## src/rtl/muldiv_hilo_unit.sv

```systemverilog
// muldiv_hilo_unit: single-cycle MULT/MULTU, iterative restoring DIV/DIVU, and the HI/LO register pair.
// A divide holds the unit busy and stalls any HI/LO access until its result is written.
module muldiv_hilo_unit #(
    parameter int WIDTH = 32
) (
    input  logic             clk,
    input  logic             rst_n,
    input  logic             start,
    input  logic             mul0_div1_sel,
    input  logic             signed_op,
    input  logic [WIDTH-1:0] src_a,
    input  logic [WIDTH-1:0] src_b,
    input  logic             hilo_mov_op,
    input  logic             hi0_lo1_sel,
    output logic [WIDTH-1:0] hilo_rdata,
    output logic             busy,
    output logic             stall,
    output logic             done
);
    localparam int CW = $clog2(WIDTH);
    typedef enum logic [1:0] {IDLE, DIV, FIX} state_t;
    state_t state, state_n;
    logic [CW-1:0] count;
    logic [WIDTH-1:0] hi, lo, rem, quo, dvs, abs_a, abs_b;
    logic neg_q, neg_r, div_zero;
    logic [2*WIDTH-1:0] ext_a, ext_b, prod;
    logic [WIDTH:0] shifted, trial;
    assign ext_a = {{WIDTH{signed_op & src_a[WIDTH-1]}}, src_a};
    assign ext_b = {{WIDTH{signed_op & src_b[WIDTH-1]}}, src_b};
    // Truncated 2W-bit product of extended operands is the exact signed or unsigned result
    assign prod = ext_a * ext_b;
    assign abs_a = (signed_op & src_a[WIDTH-1]) ? -src_a : src_a;
    assign abs_b = (signed_op & src_b[WIDTH-1]) ? -src_b : src_b;
    assign shifted = {rem, quo[WIDTH-1]};
    assign trial = shifted - {1'b0, dvs};
    assign hilo_rdata = hi0_lo1_sel ? lo : hi;
    assign stall = busy & (start | hilo_mov_op);
    always_comb begin
        state_n = state;
        state_n = (state == IDLE) ? ((start & mul0_div1_sel) ? DIV : IDLE) :
                  (state == DIV)  ? ((count == CW'(WIDTH-1)) ? FIX : DIV) : IDLE;
    end
    always_ff @(posedge clk or negedge rst_n) begin
        if (!rst_n) begin
            state    <= IDLE;
            count    <= '0;
            hi       <= '0;
            lo       <= '0;
            rem      <= '0;
            quo      <= '0;
            dvs      <= '0;
            neg_q    <= 1'b0;
            neg_r    <= 1'b0;
            div_zero <= 1'b0;
            busy     <= 1'b0;
            done     <= 1'b0;
        end else begin
            state <= state_n;
            busy  <= state_n != IDLE;
            done  <= state == FIX;
            if (state == IDLE && start && !mul0_div1_sel)
                {hi, lo} <= prod;
            if (state == IDLE && start && mul0_div1_sel) begin
                rem      <= '0;
                quo      <= abs_a;
                dvs      <= abs_b;
                neg_q    <= signed_op & (src_a[WIDTH-1] ^ src_b[WIDTH-1]);
                neg_r    <= signed_op & src_a[WIDTH-1];
                div_zero <= src_b == '0;
                count    <= '0;
            end
            if (state == DIV) begin
                count <= count + 1'b1;
                rem   <= trial[WIDTH] ? shifted[WIDTH-1:0] : trial[WIDTH-1:0];
                quo   <= {quo[WIDTH-2:0], ~trial[WIDTH]};
            end
            // Zero divisor leaves rem = |a|, so the dividend-sign fixup restores the original src_a
            if (state == FIX) begin
                lo <= div_zero ? '1 : (neg_q ? -quo : quo);
                hi <= neg_r ? -rem : rem;
            end
        end
    end
endmodule

```

## config.mk

```make
export PLATFORM = sky130hd
export DESIGN_NAME = muldiv_hilo_unit
export DESIGN_NICKNAME = d
export VERILOG_FILES = /design/src/rtl/muldiv_hilo_unit.sv
export SDC_FILE = /design/constraint.sdc
export NUM_CORES = 2
export LEC_CHECK = 0
export ABC_AREA = 1
export ABC_CLOCK_PERIOD_IN_PS = 3100
export CAP_MARGIN = 25
export CORE_MARGIN = 10
export CORE_UTILIZATION = 40
export CTS_CLUSTER_DIAMETER = 120
export DETAILED_ROUTE_END_ITERATION = 10
export SYNTH_ARGS = -nofsm -noshare
export SYNTH_HDL_FRONTEND = slang
export SYNTH_SLANG_ARGS = --single-unit
```

## constraint.sdc

```tcl
create_clock -name clk -period 3.1 [get_ports clk]
set_clock_uncertainty 0.1 [all_clocks]
set_input_delay 0.62 -clock clk [delete_from_list [all_inputs] [get_ports clk]]
set_output_delay 0.62 -clock clk [all_outputs]
set_load 0.01 [all_outputs]
```

Word-level counts from Yosys, hierarchy flattened. Index checks and enable logic that the tools add are counted.

Bitwise logic cells: 8. Eq/ne operators: 3. Reductions and logical operators: 9. Add/subtract/negate cells: 6. Multipliers: 1. Muxes and demuxes: 21.

Operators with widths (count): two-way mux 32 bit (15); negation 32 bit (4); multiplier 33 x 33 -> 64 bit (1); subtractor 33 x 32 -> 33 bit (1); zero test 32 bit (1); two-way mux 5 bit (2); two-way mux 2 bit (3); nonzero test 2 bit (3); adder 5 x 1 -> 5 bit, second input constant (1); bitwise AND 1 bit (5); equality test 5 bit, second input constant (1); logical AND 1 bit (3); equality test 2 x 1 -> 1 bit, second input constant (1); equality test 2 bit, second input constant (1); zero test 2 bit (1); zero test 1 bit (1); two-way mux 1 bit (1); inverter 1 bit (1); OR 1 bit (1); bitwise XOR 1 bit (1).

Bits in registers: 172. Bits of input ports: 71.

Depth between registers and ports, before layout.
Word-level depth: 5. Depth in mapped cells: 38. Depth with buffers taken out: 34.

Least setup slack after synthesis. OpenSTA, ideal clock, no wires.

Path kind: input to register. Start: in src_a[31]. End: reg hi[31]. Data required time: 2.923 ns. Arrival time: 8.119 ns. Cell stages on the path: 32. Setup slack: -5.197 ns. Path buffers: 4. Path through: buf_2 -> nand2_1 -> clkbuf_1 -> clkbuf_1 -> buf_1 -> nor2_1 -> fa_1 -> inv_1 -> fa_1 -> inv_1 -> fa_1 -> inv_1 -> fa_1 -> fa_1 -> inv_1 -> fa_1 -> inv_1 -> fa_1 -> fa_1 -> inv_1 -> ha_1 -> nand2_1 -> nor3_1 -> nand2_1 -> nor2_1 -> and2_1 -> nand2_1 -> nand2_1 -> nand3_1 -> nand2_1 -> nand2_1 -> a21oi_1.

Word-level cells in the longest chain between the ends: 4.

RTL lines: start: declaration (line 11) `input logic [WIDTH-1:0] src_a,`; bitwise AND 1 bit (line 28) `assign ext_a = {{WIDTH{signed_op & src_a[WIDTH-1]}}, src_a};`; multiplier 33 x 33 -> 64 bit (*) (line 31) `assign prod = ext_a * ext_b;`; two-way mux 32 bit (*) (line 61) `if (state == IDLE && start && !mul0_div1_sel)`; two-way mux 32 bit (*) (line 78) `if (state == FIX) begin`; end signal: assignment (line 62) `{hi, lo} <= prod;`; end signal: assignment (line 80) `hi <= neg_r ? -rem : rem;`; end: declaration (line 24) `logic [WIDTH-1:0] hi, lo, rem, quo, dvs, abs_a, abs_b;`.

Every way passes the cells marked *; elsewhere a longest branch is shown, timed or not. The select of a mux whose other input is x is not followed. A chain may end at the register's enable or synchronous reset.

Final worst setup path. Ends and elaborated chain as after synthesis.

==> reports/qor.yml <==
outcome: "finished with violations"
violations: "negative setup slack"
hold_class: "in2async"
start_kind: "input port"
cts-root-buf: "clkbuf_16"
synth_top_area_share_pct: 41.81
required_ps: 3400
ys.flop_type: "dfrtp_1"
yosysTopAreaCell: "fa_1"
grt_start_max_net_pins: 64
drive_above_1_share_pct: 26.19
fp.dieArea_um2: 149900
numCtsBuffers: 17
r2r_cells: 18
synth.area.top_cells: "fa_1, inv_1, nand2_1"
drv_slew: 0
row_count: 134
htreeDepth: 4
wire_per_inst_um: 21.56
async_reset_ff_share_pct: 100.0
dp_hpwl_mm: 172.3
synthDistinctLibCells: 52
io_buffers: 105
r2r-end: "rem[29]$_DFFE_PN0P_"
path_class: "in2reg"
setup_tns_ps: -205280
overflow: 0
synth_nets: 8700
drc_errors: 0
synth-edff-count: 0
maxCapViolCount: 0
cts_tree: "yes"
synth-seq-cells: 172
dieWidth_um: 387.1
setup_violations: 60
clkSlewWorstSetupHoldPaths_ps: 80
antenna_found_initial: 7
worst_pin_slew_ps: 961.9
cts_max_path_buffers: 2
netlist_area_um2: 53910
drtIter0Drc: 3740
relSlewSlack_pct: 35.87
avgSynthCellArea_um2: 7.434
fillers: 12560
hold_viol: 0
initial_core_util_pct: 40.35
rsz0062_at_grt: "yes"
insertion_delay_ps: 460
gp_congestion: 0.9543
cts_sinks: 172
grt_pass1_vias: 52220
period_needed_ps: 7005
finalCritPeriodShare_pct: 226.0
regToRegSetupSlack_ps: 190
grt_pass1_wl_mm: 320.0
dieHeight_um: 387.1
yosysSeqAreaShare_pct: 7.983
dr_total_vias: 49550
drtPass1Iterations: 6
avgViaCountPerCell: 5.086
synthCells: 7252
crit_arrival_ps: 7300
synthToLayoutAreaGrowth_pct: 30.54
max_freq_mhz: 142.7
core_area_um2: 133600
timing.rr.start: "quo[31]$_DFFE_PN0P_"
yosys_warnings: 0
path_max_fanout: 7
io_pins: 106
wl_mm: 210.1
critPathCaptureType: "register"
antenna_left: 0
finalWorstSetupSlack_ps: -3905
nets: 9405
grt_usage_pct: 27.52
[layer usage]
layer	track usage, %	up-vias	wire length, um
met4	8.785	4	8577
met2	46.07	1652	99560
met5	0	-	27
met1	36.89	25110	88190
met3	3.487	359	13750
li1	-	22430	-
[layout make-up]
type,instances,area [um2],area share [%]
diodes,5,12.51,0.01778
flip-flops and latches,172,4304,6.116
inverters,1953,7396,10.51
clock inverters,14,176.4,0.2507
clock buffers,18,429.2,0.6098
repair buffers,1022,10260,14.58
multi-input cells,4791,45590,64.77
well taps,1768,2212,3.143
[synthesized netlist by cell type, types with 19 or more instances]
cell type,count
o21ai_0,173
xor2_1,56
dfrtp_1,172
nor2_1,402
nor3_1,33
fa_1,1126
clkbuf_1,237
buf_2,23
nand3_2,25
nand2_1,1936
buf_1,68
nand2_2,35
ha_1,251
nand4_1,50
inv_1,1945
o221ai_1,29
xnor2_1,19
a21oi_1,212
nand3_1,264
o21bai_1,30
[through the flow]
step                instance area [um2]  worst slack [ps]  util (%)  std cells  hold slack (ps)
detailed placement                63630             -5074     47.62       9532            369.0
finish                            70380             -3905     52.67       9743            31.57
floorplan                         56880             -4398         -       7252            224.4
CTS                               67550             -3911     50.56       9667            62.37
global route                      70370             -4055     52.66       9739            75.54
global placement                  63630             -5032     47.62       9532            360.4
[cell families (layout without fill, tap and decap cells)]
logic type	count (synthesis)	count (layout)	synth area share [%]
compound gates	531	531	5.554
simple gates	2795	2795	21.21
flops	172	172	7.983
mux	13	13	0.2715
fa+ha+maj	1377	1377	47.64
buf+inv	2289	3007	16.12
other cells	0	5	0
xor+xnor	75	75	1.218
[how the worst max path moves through the flow]
stage,slack (ps),cells past startpoint,startpoint,endpoint
floorplan,-4400,32,src_a[31],hi[22]$_DFFE_PN0P_
global placement,-5030,28,signed_op,hi[20]$_DFFE_PN0P_
detailed placement,-5070,28,signed_op,hi[25]$_DFFE_PN0P_
CTS,-3910,36,src_b[2],hi[28]$_DFFE_PN0P_
global route,-4050,31,src_a[31],hi[28]$_DFFE_PN0P_
finish,-3910,28,src_a[31],hi[31]$_DFFE_PN0P_
[sequential cells by signal, indices dropped and copies added, names as in the netlist]
signal,cells
div_zero,1
state,2
hi,32
count,5
lo,32
dvs,32
neg_r,1
quo,32
rem,32
done,1
neg_q,1
busy,1
[layout by cell type (no fill, tap or decap), types with 77 or more instances in the layout]
master / n
inv_1: 1752
nand2_1: 1699
fa_1: 1032
buf_4: 675
nor2_1: 292
nand3_1: 198
nand2_2: 194
inv_2: 176
dfrtp_1: 172
ha_1: 155
buf_6: 135
o21ai_0: 119
buf_12: 114
a21oi_1: 107
fa_2: 94
ha_4: 94
a21oi_2: 77
[critical path, cell delays in order]
cell        delay (ps)
buf_12             100
nand2_8             90
buf_6              140
nor2_4             190
fa_2               500
fa_1               550
fa_2               490
fa_2               640
clkinvlp_4         210
buf_6              180
fa_1               560
fa_1               440
fa_1               520
fa_1               540
inv_2               50
ha_4               250
buf_4              140
nand3_1             70
nand2_1             60
a21oi_1            230
nand2_1            110
a21oi_2            160
nand2_4             80
inv_1               50
nand2_1             40
nand2_1             60
nand2_1             60
a21oi_2            140
[repair_timing]
item                       4_1_cts  5_1_grt
hold endpoints to repair         0        0
gates resized for setup        716      589
pin swaps                      362      348
cloned                           8        9
setup endpoints to repair       64       67
setup buffers                   99       69
hold buffers                     0        0
Power is left out: the tool's default activity adds up to more than one toggle a clock period on the data nets, which glitch-free logic cannot reach.
